==> src/rtl/qpoint_pkg.sv <==
// rtl/qpoint_pkg.sv - shared fixed-point types and sign-magnitude helpers for qpoint blocks
package qpoint_pkg;

  localparam int Q_DEF     = 15;
  localparam int N_DEF     = 32;
  localparam int GUARD_DEF = 8;
  localparam int ACC_W_DEF = N_DEF + GUARD_DEF;

  typedef enum logic [1:0] {
    ST_IDLE = 2'd0,
    ST_ACC  = 2'd1,
    ST_DONE = 2'd2
  } state_t;

  // Sign-magnitude word to sign-extended two's complement; -0 maps to 0.
  function automatic logic [ACC_W_DEF-1:0] sm_to_tc(input logic [N_DEF-1:0] sm);
    logic [ACC_W_DEF-1:0] mag;
    mag = {{(GUARD_DEF+1){1'b0}}, sm[N_DEF-2:0]};
    return sm[N_DEF-1] ? -mag : mag;
  endfunction

  // Two's complement to saturated sign-magnitude; returns {ovf, word}, zero is +0.
  function automatic logic [N_DEF:0] tc_to_sm_sat(input logic [ACC_W_DEF-1:0] acc);
    logic [ACC_W_DEF-1:0] max_pos;
    logic [N_DEF-2:0]     mag;
    max_pos = {{(GUARD_DEF+1){1'b0}}, {(N_DEF-1){1'b1}}};
    if ($signed(acc) > $signed(max_pos)) begin
      return {1'b1, 1'b0, {(N_DEF-1){1'b1}}};
    end else if ($signed(acc) < $signed(-max_pos)) begin
      return {1'b1, 1'b1, {(N_DEF-1){1'b1}}};
    end
    mag = acc[ACC_W_DEF-1] ? -acc[N_DEF-2:0] : acc[N_DEF-2:0];
    return {1'b0, acc[ACC_W_DEF-1], mag};
  endfunction

endpackage

==> src/rtl/qsm_to_tc.sv <==
// rtl/qsm_to_tc.sv - combinational sign-magnitude to sign-extended two's complement
module qsm_to_tc #(
  parameter int N = 32,
  parameter int W = 40
) (
  input  logic [N-1:0] sm,
  output logic [W-1:0] tc
);

  logic [W-1:0] mag;

  // Zero-extend the magnitude, then negate when the sign bit is set (-0 becomes 0).
  always_comb begin
    mag = {{(W-N+1){1'b0}}, sm[N-2:0]};
    tc  = sm[N-1] ? -mag : mag;
  end

endmodule

==> src/rtl/qmac_accum.sv <==
// rtl/qmac_accum.sv - saturating accumulator of sign-magnitude products over a programmed length
module qmac_accum
  import qpoint_pkg::*;
#(
  parameter int Q     = Q_DEF,
  parameter int N     = N_DEF,
  parameter int LEN_W = 8,
  parameter int GUARD = GUARD_DEF
) (
  input  logic             clk,
  input  logic             rst_n,
  input  logic             start,
  input  logic [LEN_W-1:0] len,
  input  logic             in_valid,
  output logic             in_ready,
  input  logic [N-1:0]     in_data,
  output logic             out_valid,
  input  logic             out_ready,
  output logic [N-1:0]     out_data,
  output logic             out_ovf,
  output logic             busy
);

  // Guard bits absorb growth of up to 2^GUARD full-scale terms, so LEN_W must not exceed GUARD.
  localparam int W = N + GUARD;
  localparam logic [W-1:0] MAX_POS = {{(GUARD+1){1'b0}}, {(N-1){1'b1}}};
  localparam logic [W-1:0] MIN_NEG = -MAX_POS;

  state_t           state, state_nxt;
  logic [LEN_W-1:0] count;
  logic [W-1:0]     acc;
  logic [W-1:0]     term_tc;
  logic [W-1:0]     acc_sum;
  logic             last_term;
  logic [N-1:0]     sat_data;
  logic             sat_ovf;

  qsm_to_tc #(.N(N), .W(W)) u_sm_to_tc (
    .sm (in_data),
    .tc (term_tc)
  );

  assign acc_sum   = acc + term_tc;
  assign last_term = (count == LEN_W'(1));

  assign in_ready  = (state == ST_ACC);
  assign out_valid = (state == ST_DONE);
  assign busy      = (state != ST_IDLE);

  // Clamp the running sum (including the term being accepted) to the output word.
  always_comb begin
    sat_data = '0;
    sat_ovf  = 1'b0;
    if ($signed(acc_sum) > $signed(MAX_POS)) begin
      sat_data = {1'b0, {(N-1){1'b1}}};
      sat_ovf  = 1'b1;
    end else if ($signed(acc_sum) < $signed(MIN_NEG)) begin
      sat_data = {1'b1, {(N-1){1'b1}}};
      sat_ovf  = 1'b1;
    end else begin
      sat_data = {acc_sum[W-1], (acc_sum[W-1] ? -acc_sum[N-2:0] : acc_sum[N-2:0])};
    end
  end

  // Next-state decode; start is only looked at while idle.
  always_comb begin
    state_nxt = state;
    case (state)
      ST_IDLE: if (start) state_nxt = (len == '0) ? ST_DONE : ST_ACC;
      ST_ACC:  if (in_valid && last_term) state_nxt = ST_DONE;
      ST_DONE: if (out_ready) state_nxt = ST_IDLE;
      default: state_nxt = ST_IDLE;
    endcase
  end

  // State register.
  always_ff @(posedge clk or negedge rst_n) begin
    if (!rst_n) state <= ST_IDLE;
    else        state <= state_nxt;
  end

  // Count, accumulator and result registers; the result is captured with the last term.
  always_ff @(posedge clk or negedge rst_n) begin
    if (!rst_n) begin
      count    <= '0;
      acc      <= '0;
      out_data <= '0;
      out_ovf  <= 1'b0;
    end else begin
      case (state)
        ST_IDLE: begin
          if (start) begin
            count    <= len;
            acc      <= '0;
            out_data <= '0;
            out_ovf  <= 1'b0;
          end
        end
        ST_ACC: begin
          if (in_valid) begin
            acc   <= acc_sum;
            count <= count - LEN_W'(1);
            if (last_term) begin
              out_data <= sat_data;
              out_ovf  <= sat_ovf;
            end
          end
        end
        default: ;
      endcase
    end
  end

endmodule

==> config.mk <==
export PLATFORM = sky130hd
export DESIGN_NAME = qmac_accum
export DESIGN_NICKNAME = d
export VERILOG_FILES = /design/src/rtl/qpoint_pkg.sv /design/src/rtl/qsm_to_tc.sv /design/src/rtl/qmac_accum.sv
export SDC_FILE = /design/constraint.sdc
export NUM_CORES = 1
export LEC_CHECK = 0
export CORE_ASPECT_RATIO = 1.1
export CORE_MARGIN = 1
export CORE_UTILIZATION = 60
export CTS_BUF_LIST = sky130_fd_sc_hd__clkbuf_2 sky130_fd_sc_hd__clkbuf_4 sky130_fd_sc_hd__clkbuf_8
export CTS_CLUSTER_SIZE = 28
export DETAILED_ROUTE_END_ITERATION = 7
export PLACE_DENSITY = 0.95
export SETUP_SLACK_MARGIN = 0.1
export SLEW_MARGIN = 10
export SYNTH_ARGS = -nofsm -noshare
export SYNTH_HDL_FRONTEND = slang
export SYNTH_SLANG_ARGS = --single-unit
export TNS_END_PERCENT = 30
==> constraint.sdc <==
create_clock -name clk -period 5.1 [get_ports clk]
set_clock_uncertainty 0.15 [all_clocks]
set_input_delay 1.02 -clock clk [delete_from_list [all_inputs] [get_ports clk]]
set_output_delay 1.02 -clock clk [all_outputs]
set_load 0.05 [all_outputs]
==> results of run 1 <==
==> synth_stat cells, drive strengths merged (6+ instances only) <==
| library cell | number |
|---|---|
| o41ai | 6 |
| or2 | 10 |
| xor2 | 15 |
| nand4 | 8 |
| or3 | 14 |
| o31a | 6 |
| o211ai | 9 |
| a21oi | 71 |
| ha | 44 |
| nand2b | 11 |
| inv | 23 |
| nor2 | 53 |
| a22o | 14 |
| a31oi | 16 |
| nor3 | 29 |
| or4 | 6 |
| nor4 | 13 |
| nand3 | 21 |
| and2 | 16 |
| a221o | 31 |
| dfrtp | 83 |
| a211oi | 11 |
| xnor2 | 64 |
| clkbuf | 44 |
| a21o | 23 |
| nand2 | 93 |
| o31ai | 13 |
| buf | 9 |
| o21ai | 82 |
==> cells by family after synthesis <==
| family | after synthesis |
|---|---|
| AOI/OAI and AO/OA | 344 |
| and+or+nand+nor | 299 |
| DFF | 83 |
| xor gates and xnor gates | 79 |
| buffers and inverters | 77 |
| adders and majority gates | 45 |
| muxes | 3 |
==> metal layers <==
metal	overflow	GRT usage, %
met2	43	92.3
met5	0	30.3
met4	38	77.8
met1	2	77.2
met3	0	64.0
==> repair_timing <==
action / CTS
setup buffers: 6
endpoints found under the hold margin: 0
gates resized for setup: 100
gates cloned: 2
hold buffers: 0
pin swaps: 13
setup endpoints to repair: 56
==> through the flow <==
step / instance area, µm² / std cells / hold slack [ns] / util (%)
after global placement: 10700 / 1386 / 0.319 / 87.1
after detailed placement: 10700 / 1386 / 0.327 / 87.1
after CTS: 11100 / 1407 / 0.343 / 90.9
after floorplan: 7840 / 930 / 0.304 / -
==> flow_summary.toml, run 1 <==
[run_status]
run_status = "stopped before the end"
haltStage = "global routing (5_1_grt)"
error = "[ERROR GRT-0116] Global routing finished with congestion. Check the congestion regions in the DRC Viewer."

[clocking]
cts_buffer_depth = 2
htreeDepth = 3
cts_buffers = 9
cts_sinks = 83
cts-root-buf = "clkbuf_8"

[floorplanning]
initial_utilization_pct = 62.7
pin_count = 81
die_x_um = 110
die_y_um = 121
rows = 42

[synth]
synth_ff_type = "dfrtp_1"
netlist_instances = 930
ys_seq_elements = 83
ys_seq_area_share_pct = 27.0
yosys_warnings = 0
synth_top_area_cell = "dfrtp_1"
synth.net_count = 1020
synth_fa_ha_area_share_pct = 7.43
ys_types = 88
ys_async_sr_fraction_pct = 100
avgSynthCellArea_um2 = 8.26
synthMuxAreaShare_pct = 0.407
synth-xor-area-share_pct = 9.25
yosys.area_share.simple_pct = 20.0
synth_top_family_by_area = "compound AO/OA/AOI/OAI gates"
ys_top_cells_by_area = "dfrtp_1 27%, xnor2_1 7.2%, ha_1 7.2%"
syn-cell-area_um2 = 7680
synth_top_area_share_pct = 27.0
synth_compound_area_share_pct = 31.3
synth_edf_count = 0

[grt]
grt_use_total_pct = 77.6
grt_max_degree = 84
grt_pass1_vias = 12932
grt_overflow = 83
grt_pass1_wl_um = 76500

[placed_design]
hpwl_um = 24500
port_buffers = 80
gp_congestion = 1.08
place_ws_ns = -1.84
==> run 2, diff against run 1 <==
Settings changed: CORE_ASPECT_RATIO 1.1 to not set, CORE_UTILIZATION 60 to 40, CTS_BUF_LIST sky130_fd_sc_hd__clkbuf_2 sky130_fd_sc_hd__clkbuf_4 sky130_fd_sc_hd__clkbuf_8 to not set, CTS_CLUSTER_SIZE 28 to not set, PLACE_DENSITY 0.95 to not set, PLACE_DENSITY_LB_ADDON set to 0.15, SETUP_SLACK_MARGIN 0.1 to not set.
==> run 2 against run 1 <==
  * Synthesized cell count unchanged
  * Area after synthesis did not move
  * The flow now finishes, with violations (negative setup slack)
==> flow_summary.toml, run 2 <==
[timing]
min_period_ns = 5.82
worst_pin_slew_ns = 1.21
max_slew_margin_pct = 19.1
setup_violations = 32
finalCritPeriodShare_pct = 114
fin_ws_ns = -0.718
max_freq_ghz = 0.172
finalHoldViolCount = 0
finalMaxSlewViolations = 0
rsz0062_at_grt = "yes"

[run_status]
run_status = "complete, but fails checks"
violations = "negative setup slack"

[floorplanning]
die-area_um2 = 19800
die_y_um = 141
core_area_um2 = 18800
rows = 50
pin_count = 81
die_x_um = 141
initial_utilization_pct = 40.9

[clocking]
htreeDepth = 3
clk_pin_slew_ns = 0.07
cts-root-buf = "clkbuf_16"
ctsHoldBuffers = 0
cts_buffer_depth = 2
clk_latency_ns = 0.35
cts_buffers = 9
cts_tree = "done"
cts_sinks = 83

[power]
power_density_nw_per_um2 = 776
finalPower_mw = 8.92
vdd.ir_drop.worst_uv = 300
power_leakage_nw = 5.12

[grt]
grt_max_degree = 61
grt_pass1_wl_um = 42900
busiest_layer = "met2"
met3_usage_pct = 3.42
grt_use_total_pct = 28.0
grt_overflow = 0
gr-usage-met2_pct = 45.7
antenna_found_initial = 0
grt_pass1_vias = 8058
gr-usage-met1_pct = 38.2

[synth]
synth.top_cells.by_count = "93 x nand2_1, 83 x dfrtp_1, 80 x o21ai_0"
ys_seq_elements = 83
syn-cell-area_um2 = 7680
yosys_warnings = 0
ys_async_sr_fraction_pct = 100
ys_types = 88
netlist_instances = 930
avgSynthCellArea_um2 = 8.26
synth.net_count = 1020
ys_seq_area_share_pct = 27.0
synth_top_area_share_pct = 27.0
yosysMostFrequentCell = "nand2_1"
synth_ff_type = "dfrtp_1"
synth_edf_count = 0
ys_top_cells_by_area = "dfrtp_1 27%, xnor2_1 7.2%, ha_1 7.2%"
synth_top_area_cell = "dfrtp_1"

[cells_and_area]
largest_reg_flops = 40
final_common_cell = "buf_4"
drive_gt1_share_pct = 32.9
final_cell_mix = "294 x buf_4, 92 x nand2_1, 83 x dfrtp_1, 72 x o21ai_0, 68 x a21oi_1"
final_util_pct = 61.2
reg_top3 = "acc x40, out_data x32, count x8"
antenna_cells = 0
syn_to_final_growth_pct = 49.7
fin_nets = 1358
largest-register = "acc"
final_cells = 1507
stdcell_area_um2 = 11500

[setup_path]
arrival_ns = 5.90
crit_path_end_kind = "flop"
path_max_fanout = 7
startpoint_type = "primary input"
required_ns = 5.18
criticalPathCategory = "primary input to flop"

[routing]
antenna_left = 0
avgViaCountPerCell = 5.69
avgRoutedWirePerCell_um = 18.0
routed_wirelength_um = 27200
drtPass1Iterations = 5
drtIter0Drc = 733
drc = 0
via_count = 8575

[placed_design]
placed_area_um2 = 10900
hpwl_um = 21100
place_ws_ns = -1.63
gp_congestion = 0.985
dp_cells = 1479
port_buffers = 80

[min_path]
worstHoldPathType = "flop to flop"

[flow_run]
drv_cap = 0
run 2: cell families after synthesis:
kind of cell | after synthesis | synth area share, %
buffers and inverters | 77 | 4.53
multiplexers | 3 | 0.407
AND/OR/NAND/NOR | 299 | 20.0
AO/OA/AOI/OAI | 344 | 31.3
XOR/XNOR | 79 | 9.25
adder cells (fa/ha/maj) | 45 | 7.43
flip-flops | 83 | 27.0
run 2: critical path, cell delays in order:
cell and delay (ns):
buf_6 0.10, nor4_4 0.24, buf_4 0.17, nand2_2 0.05
or3_4 0.32, or2_4 0.25, or3_4 0.40, o41a_4 0.46
ha_4 0.27, and2_4 0.16, a22o_1 0.19, or4_4 0.42
a41oi_2 0.16, o31ai_2 0.10, or3_4 0.37, a221o_1 0.35
nor4_4 0.19, a211oi_4 0.10, buf_12 0.17, buf_12 0.13
a221o_1 0.26
run 2: final timing paths:
kind                                     startpoint                        to  slack, ns  depth (start not counted)
max in group asynchronous                     rst_n       acc[14]$_DFFE_PN0P_       3.33                          2
min in group asynchronous                     rst_n   out_data[0]$_DFFE_PN0P_       0.57                          1
worst max-delay path                     in_data[8]   out_data[6]$_DFFE_PN0P_      -0.72                         21
worst max register to register   acc[6]$_DFFE_PN0P_  out_data[26]$_DFFE_PN0P_       0.76                         12
worst min-delay path            out_ovf$_DFFE_PN0P_       out_ovf$_DFFE_PN0P_       0.34                          1
worst min register to register  out_ovf$_DFFE_PN0P_       out_ovf$_DFFE_PN0P_       0.34                          1
run 2: what timing repair did:
| item | CTS | global route |
|---|---|---|
| setup endpoints to repair | 47 | 35 |
| cloned | 2 | 0 |
| resized for setup | 88 | 16 |
| setup buffers | 9 | 2 |
| pin swaps | 15 | 4 |
run 2: power breakdown:
group | switching, mW | total [mW] | internal [mW] | leakage, nW
registers | 0.244 | 1.24 | 0.996 | 0.992
logic | 3.62 | 6.92 | 3.30 | 3.96
clock network | 0.325 | 0.766 | 0.441 | 0.164
run 2: layout make-up:
type,count,area [µm²]
multi-input cells,770,5550
repair buffers,381,3130
clock buffers,9,225
inverters,23,104
clock inverters,7,109
well taps,234,293
fillers,1699,7270
flip-flops and latches,83,2080
run 2: metal layers:
metal | share of wire (%) | wire length [µm]
met1 | 47 | 12800
met4 | 2.5 | 681
met5 | 0 | 0
met3 | 4.3 | 1170
met2 | 46 | 12600
run 2: through the flow:
stage | TNS, ns | hold WS, ns
finish | -21.70 | 0.336
global route | -27.18 | 0.364
CTS | -21.51 | 0.339
detailed placement | -62.25 | 0.323
global placement | -58.47 | 0.324
floorplan | -20.92 | 0.304
No activity file was read; power rests on OpenSTA's default activity.
==> run 3, diff against run 2 <==
Settings changed: CORE_MARGIN 1 to 2, GPL_ROUTABILITY_DRIVEN set to 0, SLEW_MARGIN 10 to not set.
==> run 3 against run 2 <==
  * The run still ends with negative setup slack left
  * First-iteration DRC count is 14% lower
  * Register-to-register slack about the same
  * Die area is 2.9% higher
  * Final cell count down 0.27%
  * Fmax is 1.1% lower
  * Sequential share of layout area barely moved
  * Critical path type unchanged
==> flow_summary.toml, run 3 (same netlist as run 2, synthesis figures left out) <==
[run_status]
run_status = "complete, but fails checks"
violations = "negative setup slack"

[setup_path]
cpMaxStageDelayCell = "or4_4"
startpoint_type = "primary input"
path_cells = "buf_8 -> nor4_4 -> buf_4 -> nand2_2 -> or3_4 -> or2_4 -> or3_4 -> o41a_4 -> ha_4 -> and2_4 -> a22o_1 -> or4_4 -> a41oi_2 -> o31ai_2 -> or3_4 -> a221o_1 -> nor4_4 -> a211oi_4 -> buf_12 -> clkbuf_16 -> a221o_1"
cp.depth = 21
crit_path_end_kind = "flop"
path_max_fanout = 6
crit_family = "simple AND/OR/NAND/NOR gates"
worst_path_largest_cell_delay_ns = 0.42
reg2reg_setup_slack_ns = 0.75
critPathCapture = "out_data[23]$_DFFE_PN0P_"
r2r_start = "acc[0]$_DFFE_PN0P_"
criticalPathCategory = "primary input to flop"
arrival_ns = 5.97
r2r_end = "out_data[26]$_DFFE_PN0P_"
reg2reg_depth = 16
cp-startpoint = "in_data[9]"
cp_common_cell = "or3_4"
cp.buffers_inverters = 4
required_ns = 5.19

[cells_and_area]
final_util_pct = 61.2
final_cells = 1503
reg_top3 = "acc x40, out_data x32, count x8"
final_cell_mix = "285 x buf_4, 92 x nand2_1, 83 x dfrtp_1, 70 x o21ai_0"
final_common_cell = "buf_4"
largest_reg_flops = 40
antenna_cells = 0
fin_nets = 1354
stdcell_area_um2 = 11500
drive_gt1_share_pct = 32.9
largest-register = "acc"
syn_to_final_growth_pct = 49.6

[grt]
grt_use_total_pct = 27.5
grt_overflow = 0
grt_pass1_wl_um = 43700
antenna_found_initial = 0
grt_pass1_vias = 8290
grt_max_degree = 61

[power]
power_leakage_nw = 5.06
power_density_nw_per_um2 = 768
finalPower_mw = 8.83
vdd.ir_drop.worst_uv = 338

[routing]
drtIter0Drc = 630
drc = 0
avgRoutedWirePerCell_um = 18.2
avgViaCountPerCell = 5.76
antenna_left = 0
routed_wirelength_um = 27300
via_count = 8657
drtPass1Iterations = 7

[floorplanning]
die_y_um = 143
die_x_um = 143
core_area_um2 = 18800
initial_utilization_pct = 40.9
die-area_um2 = 20300
rows = 50
pin_count = 81

[timing]
finalCritPeriodShare_pct = 115
worst_pin_slew_ns = 0.939
tns_ns = -23.34
whs_ns = 0.334
max_freq_ghz = 0.170
min_period_ns = 5.88
finalHoldViolCount = 0
finalMaxSlewViolations = 0
fin_ws_ns = -0.782
setup_violations = 32
max_slew_margin_pct = 37.3
rsz0062_at_grt = "yes"

[clocking]
clk_latency_ns = 0.36
cts_sinks = 83
ctsHoldBuffers = 0
cts_tree = "done"
clk_pin_slew_ns = 0.07
cts_buffers = 9
htreeDepth = 3
cts-root-buf = "clkbuf_16"
cts_buffer_depth = 2

[placed_design]
dp_cells = 1473
placed_area_um2 = 10800
hpwl_um = 21200
port_buffers = 80
place_ws_ns = -1.66

[flow_run]
drv_cap = 0

[min_path]
holdPathStages = 1
worstHoldPathType = "flop to flop"
## run 3: changes by cell type in the layout (fill, tap and decap cells not counted), sizes merged
cell / change
buf: -5
bufbuf: -1
bufinv: -2
clkdlybuf4s15: -1
clkdlybuf4s50: +5
clkinv: -1
clkinvlp: +2
dlymetal6s2s: -2
inv: +1
## run 3: routing by layer
metal | track usage [%] | up-vias | share of wire, %
met2 | 45.0 | 236 | 46
li1 | - | 4190 | -
met1 | 37.8 | 4181 | 46
met5 | 0 | - | 0
met4 | 8.49 | 0 | 2.4
met3 | 3.40 | 50 | 4.7
## run 3: worst min path at each step
stage | endpoint | slack [ns] | start
after global routing | out_ovf$_DFFE_PN0P_ | 0.37 | out_ovf$_DFFE_PN0P_
after CTS | out_ovf$_DFFE_PN0P_ | 0.34 | out_ovf$_DFFE_PN0P_
final | out_ovf$_DFFE_PN0P_ | 0.33 | out_ovf$_DFFE_PN0P_
after detailed placement | out_ovf$_DFFE_PN0P_ | 0.33 | out_ovf$_DFFE_PN0P_
after global placement | out_ovf$_DFFE_PN0P_ | 0.32 | out_ovf$_DFFE_PN0P_
after floorplan | acc[0]$_DFFE_PN0P_ | 0.30 | acc[0]$_DFFE_PN0P_
## run 3: area by class of cell
cell class	instances	area, µm²
clock buffer	9	225
inverter	23	104
multi-input combinational	770	5600
fill	1724	7280
tap	234	293
sequential	83	2080
timing repair buffer	377	3140
clock inverter	7	60.1
## run 3: where the power goes
group | internal (mW) | total, mW | leakage [nW] | switching [mW]
Combinational | 3.30 | 6.93 | 3.93 | 3.63
Sequential | 0.996 | 1.23 | 0.992 | 0.238
Clock | 0.340 | 0.662 | 0.136 | 0.322
## run 3: what timing repair did
item / CTS / global route
setup endpoints to repair: 46 / 39
gates cloned: 2 / 1
pin swaps: 13 / 4
setup buffers: 8 / 4
resized for setup: 75 / 26
==> run 4, diff against run 3 <==
Settings changed: REMOVE_ABC_BUFFERS set to 1.
==> run 4 against run 3 <==
  * The run still ends with negative setup slack left
  * Critical path depth rose by 4
  * Total power fell by 1.9%
  * Wire length fell by 2.6%
  * Fmax fell by 1.9%
  * Die area did not move
  * Clock power barely moved
  * First-iteration DRC count rose by 12%
  * Core utilization fell by 0.41 points
==> flow_summary.toml, run 4 (same netlist as run 2, synthesis figures left out) <==
[cells_and_area]
largest_reg_flops = 40
multi_input_area_um2 = 5590
largest-register = "acc"
reg_top3 = "acc x40, out_data x32, count x8"
final_common_cell = "buf_4"
stdcell_area_um2 = 11400
regArea_um2 = 2080
syn_to_final_growth_pct = 48.6
final_cell_mix = "278 x buf_4, 91 x nand2_1, 83 x dfrtp_1, 72 x o21ai_0, 66 x a21oi_1"
antenna_cells = 0
fillers = 1715
fin_nets = 1346
drive_gt1_share_pct = 32.6

[timing]
finalHoldViolCount = 0
tns_ns = -27.30
max_slew_margin_pct = 27.4
worst_pin_slew_ns = 1.09
rsz0062_at_grt = "yes"
max_freq_ghz = 0.167
whs_ns = 0.339
finalCritPeriodShare_pct = 118
min_period_ns = 6.00
setup_violations = 32
finalMaxSlewViolations = 0
fin_ws_ns = -0.898

[clocking]
cts_buffers = 9
cts_buffer_depth = 2
cts_sinks = 83
ctsHoldBuffers = 0
clk_pin_slew_ns = 0.06
cts_tree = "done"
cts-root-buf = "clkbuf_16"
clk_latency_ns = 0.35
htreeDepth = 3

[routing]
routed_wirelength_um = 26600
avgRoutedWirePerCell_um = 17.8
drc = 0
drtIter0Drc = 707
drtPass1Iterations = 6
antenna_left = 0
via_count = 8479
avgViaCountPerCell = 5.67

[floorplanning]
core_area_um2 = 18800
rows = 50
die_x_um = 143
die-area_um2 = 20300
initial_utilization_pct = 40.9
pin_count = 81
die_y_um = 143

[grt]
grt_overflow = 0
grt_use_total_pct = 26.3
grt_max_degree = 61
antenna_found_initial = 0
grt_pass1_vias = 8154
grt_pass1_wl_um = 42200

[setup_path]
arrival_ns = 6.09
required_ns = 5.19
cp.buffers_inverters = 7
cpMaxStageDelayCell = "or4_4"
startpoint_type = "primary input"
crit_path_end_kind = "flop"
criticalPathCategory = "primary input to flop"
worst_path_largest_cell_delay_ns = 0.49
path_max_fanout = 7
crit_family = "simple AND/OR/NAND/NOR gates"

[placed_design]
placed_area_um2 = 10600
place_ws_ns = -1.88
hpwl_um = 20000
port_buffers = 80

[flow_run]
drv_cap = 0

[run_status]
run_status = "complete, but fails checks"
violations = "negative setup slack"

[power]
vdd.ir_drop.worst_uv = 350
finalPower_mw = 8.66
power_leakage_nw = 5.05
power_density_nw_per_um2 = 759

[min_path]
worstHoldPathType = "flop to flop"
## run 4: cell types whose count changed in the layout (fill, tap and decap cells not counted), moves of 4 or more
| cell | delta |
|---|---|
| buf_12 | -4 |
| clkdlybuf4s50_1 | -6 |
| buf_6 | +5 |
| buf_4 | -7 |
| buf_2 | -5 |
## run 4: what timing repair did
item                                    in CTS  in global routing
resized for setup                           96                 36
pin swaps                                   30                 20
endpoints found under the setup margin      47                 44
setup buffers                                6                  7
cloned                                       2                  1
## run 4: through the flow
step	cells	utilization (%)
floorplan	876	-
finish	1495	60.8
CTS	1488	59.9
detailed placement	1464	56.6
global route	1495	60.8
global placement	1464	56.6
## run 4: worst paths after layout
check	cells past startpoint	endpoint	slack (ns)	start
hold / removal	2	acc[0]$_DFFE_PN0P_	0.34	acc[0]$_DFFE_PN0P_
min in group asynchronous	1	count[4]$_DFFE_PN0P_	0.58	rst_n
setup / recovery	25	out_data[5]$_DFFE_PN0P_	-0.90	in_data[0]
setup reg to reg	14	out_data[5]$_DFFE_PN0P_	0.70	acc[6]$_DFFE_PN0P_
hold reg to reg	2	acc[0]$_DFFE_PN0P_	0.34	acc[0]$_DFFE_PN0P_
max in group asynchronous	2	out_data[12]$_DFFE_PN0P_	3.30	rst_n
## run 4: power by group
group	internal, mW	switching [mW]	total [mW]	leakage [nW]
Clock	0.363	0.296	0.659	0.140
Sequential	0.997	0.233	1.23	0.992
Combinational	3.24	3.53	6.77	3.92
## run 4: worst reg2reg max path, stage by stage, from the launching register on
cell       delay [ns]
dfrtp_1          0.39
ha_1             0.35
o21ai_0          0.20
a2111oi_1        0.62
and2_1           0.21
o211a_1          0.27
a21oi_4          0.10
buf_6            0.14
a31o_4           0.21
or4_4            0.54
nor4_4           0.39
a211oi_4         0.13
buf_12           0.17
clkbuf_16        0.17
a221o_1          0.25
## run 4: area by class of cell
| class | count | area share [%] |
|---|---|---|
| clock buffer | 11 | 2.21 |
| inverter | 23 | 0.800 |
| multi-input combinational | 770 | 48.9 |
| clock inverter | 5 | 0.384 |
| timing repair buffer | 369 | 26.9 |
| sequential | 83 | 18.2 |
| tap | 234 | 2.56 |
## run 4: metal layers
layer	vias to the layer above	wire length [µm]	GRT usage [%]
met3	27	1510	3.67
met1	4036	12500	36.8
met2	250	12100	42.7
met5	-	0	0
met4	0	424	6.77
li1	4166	-	-
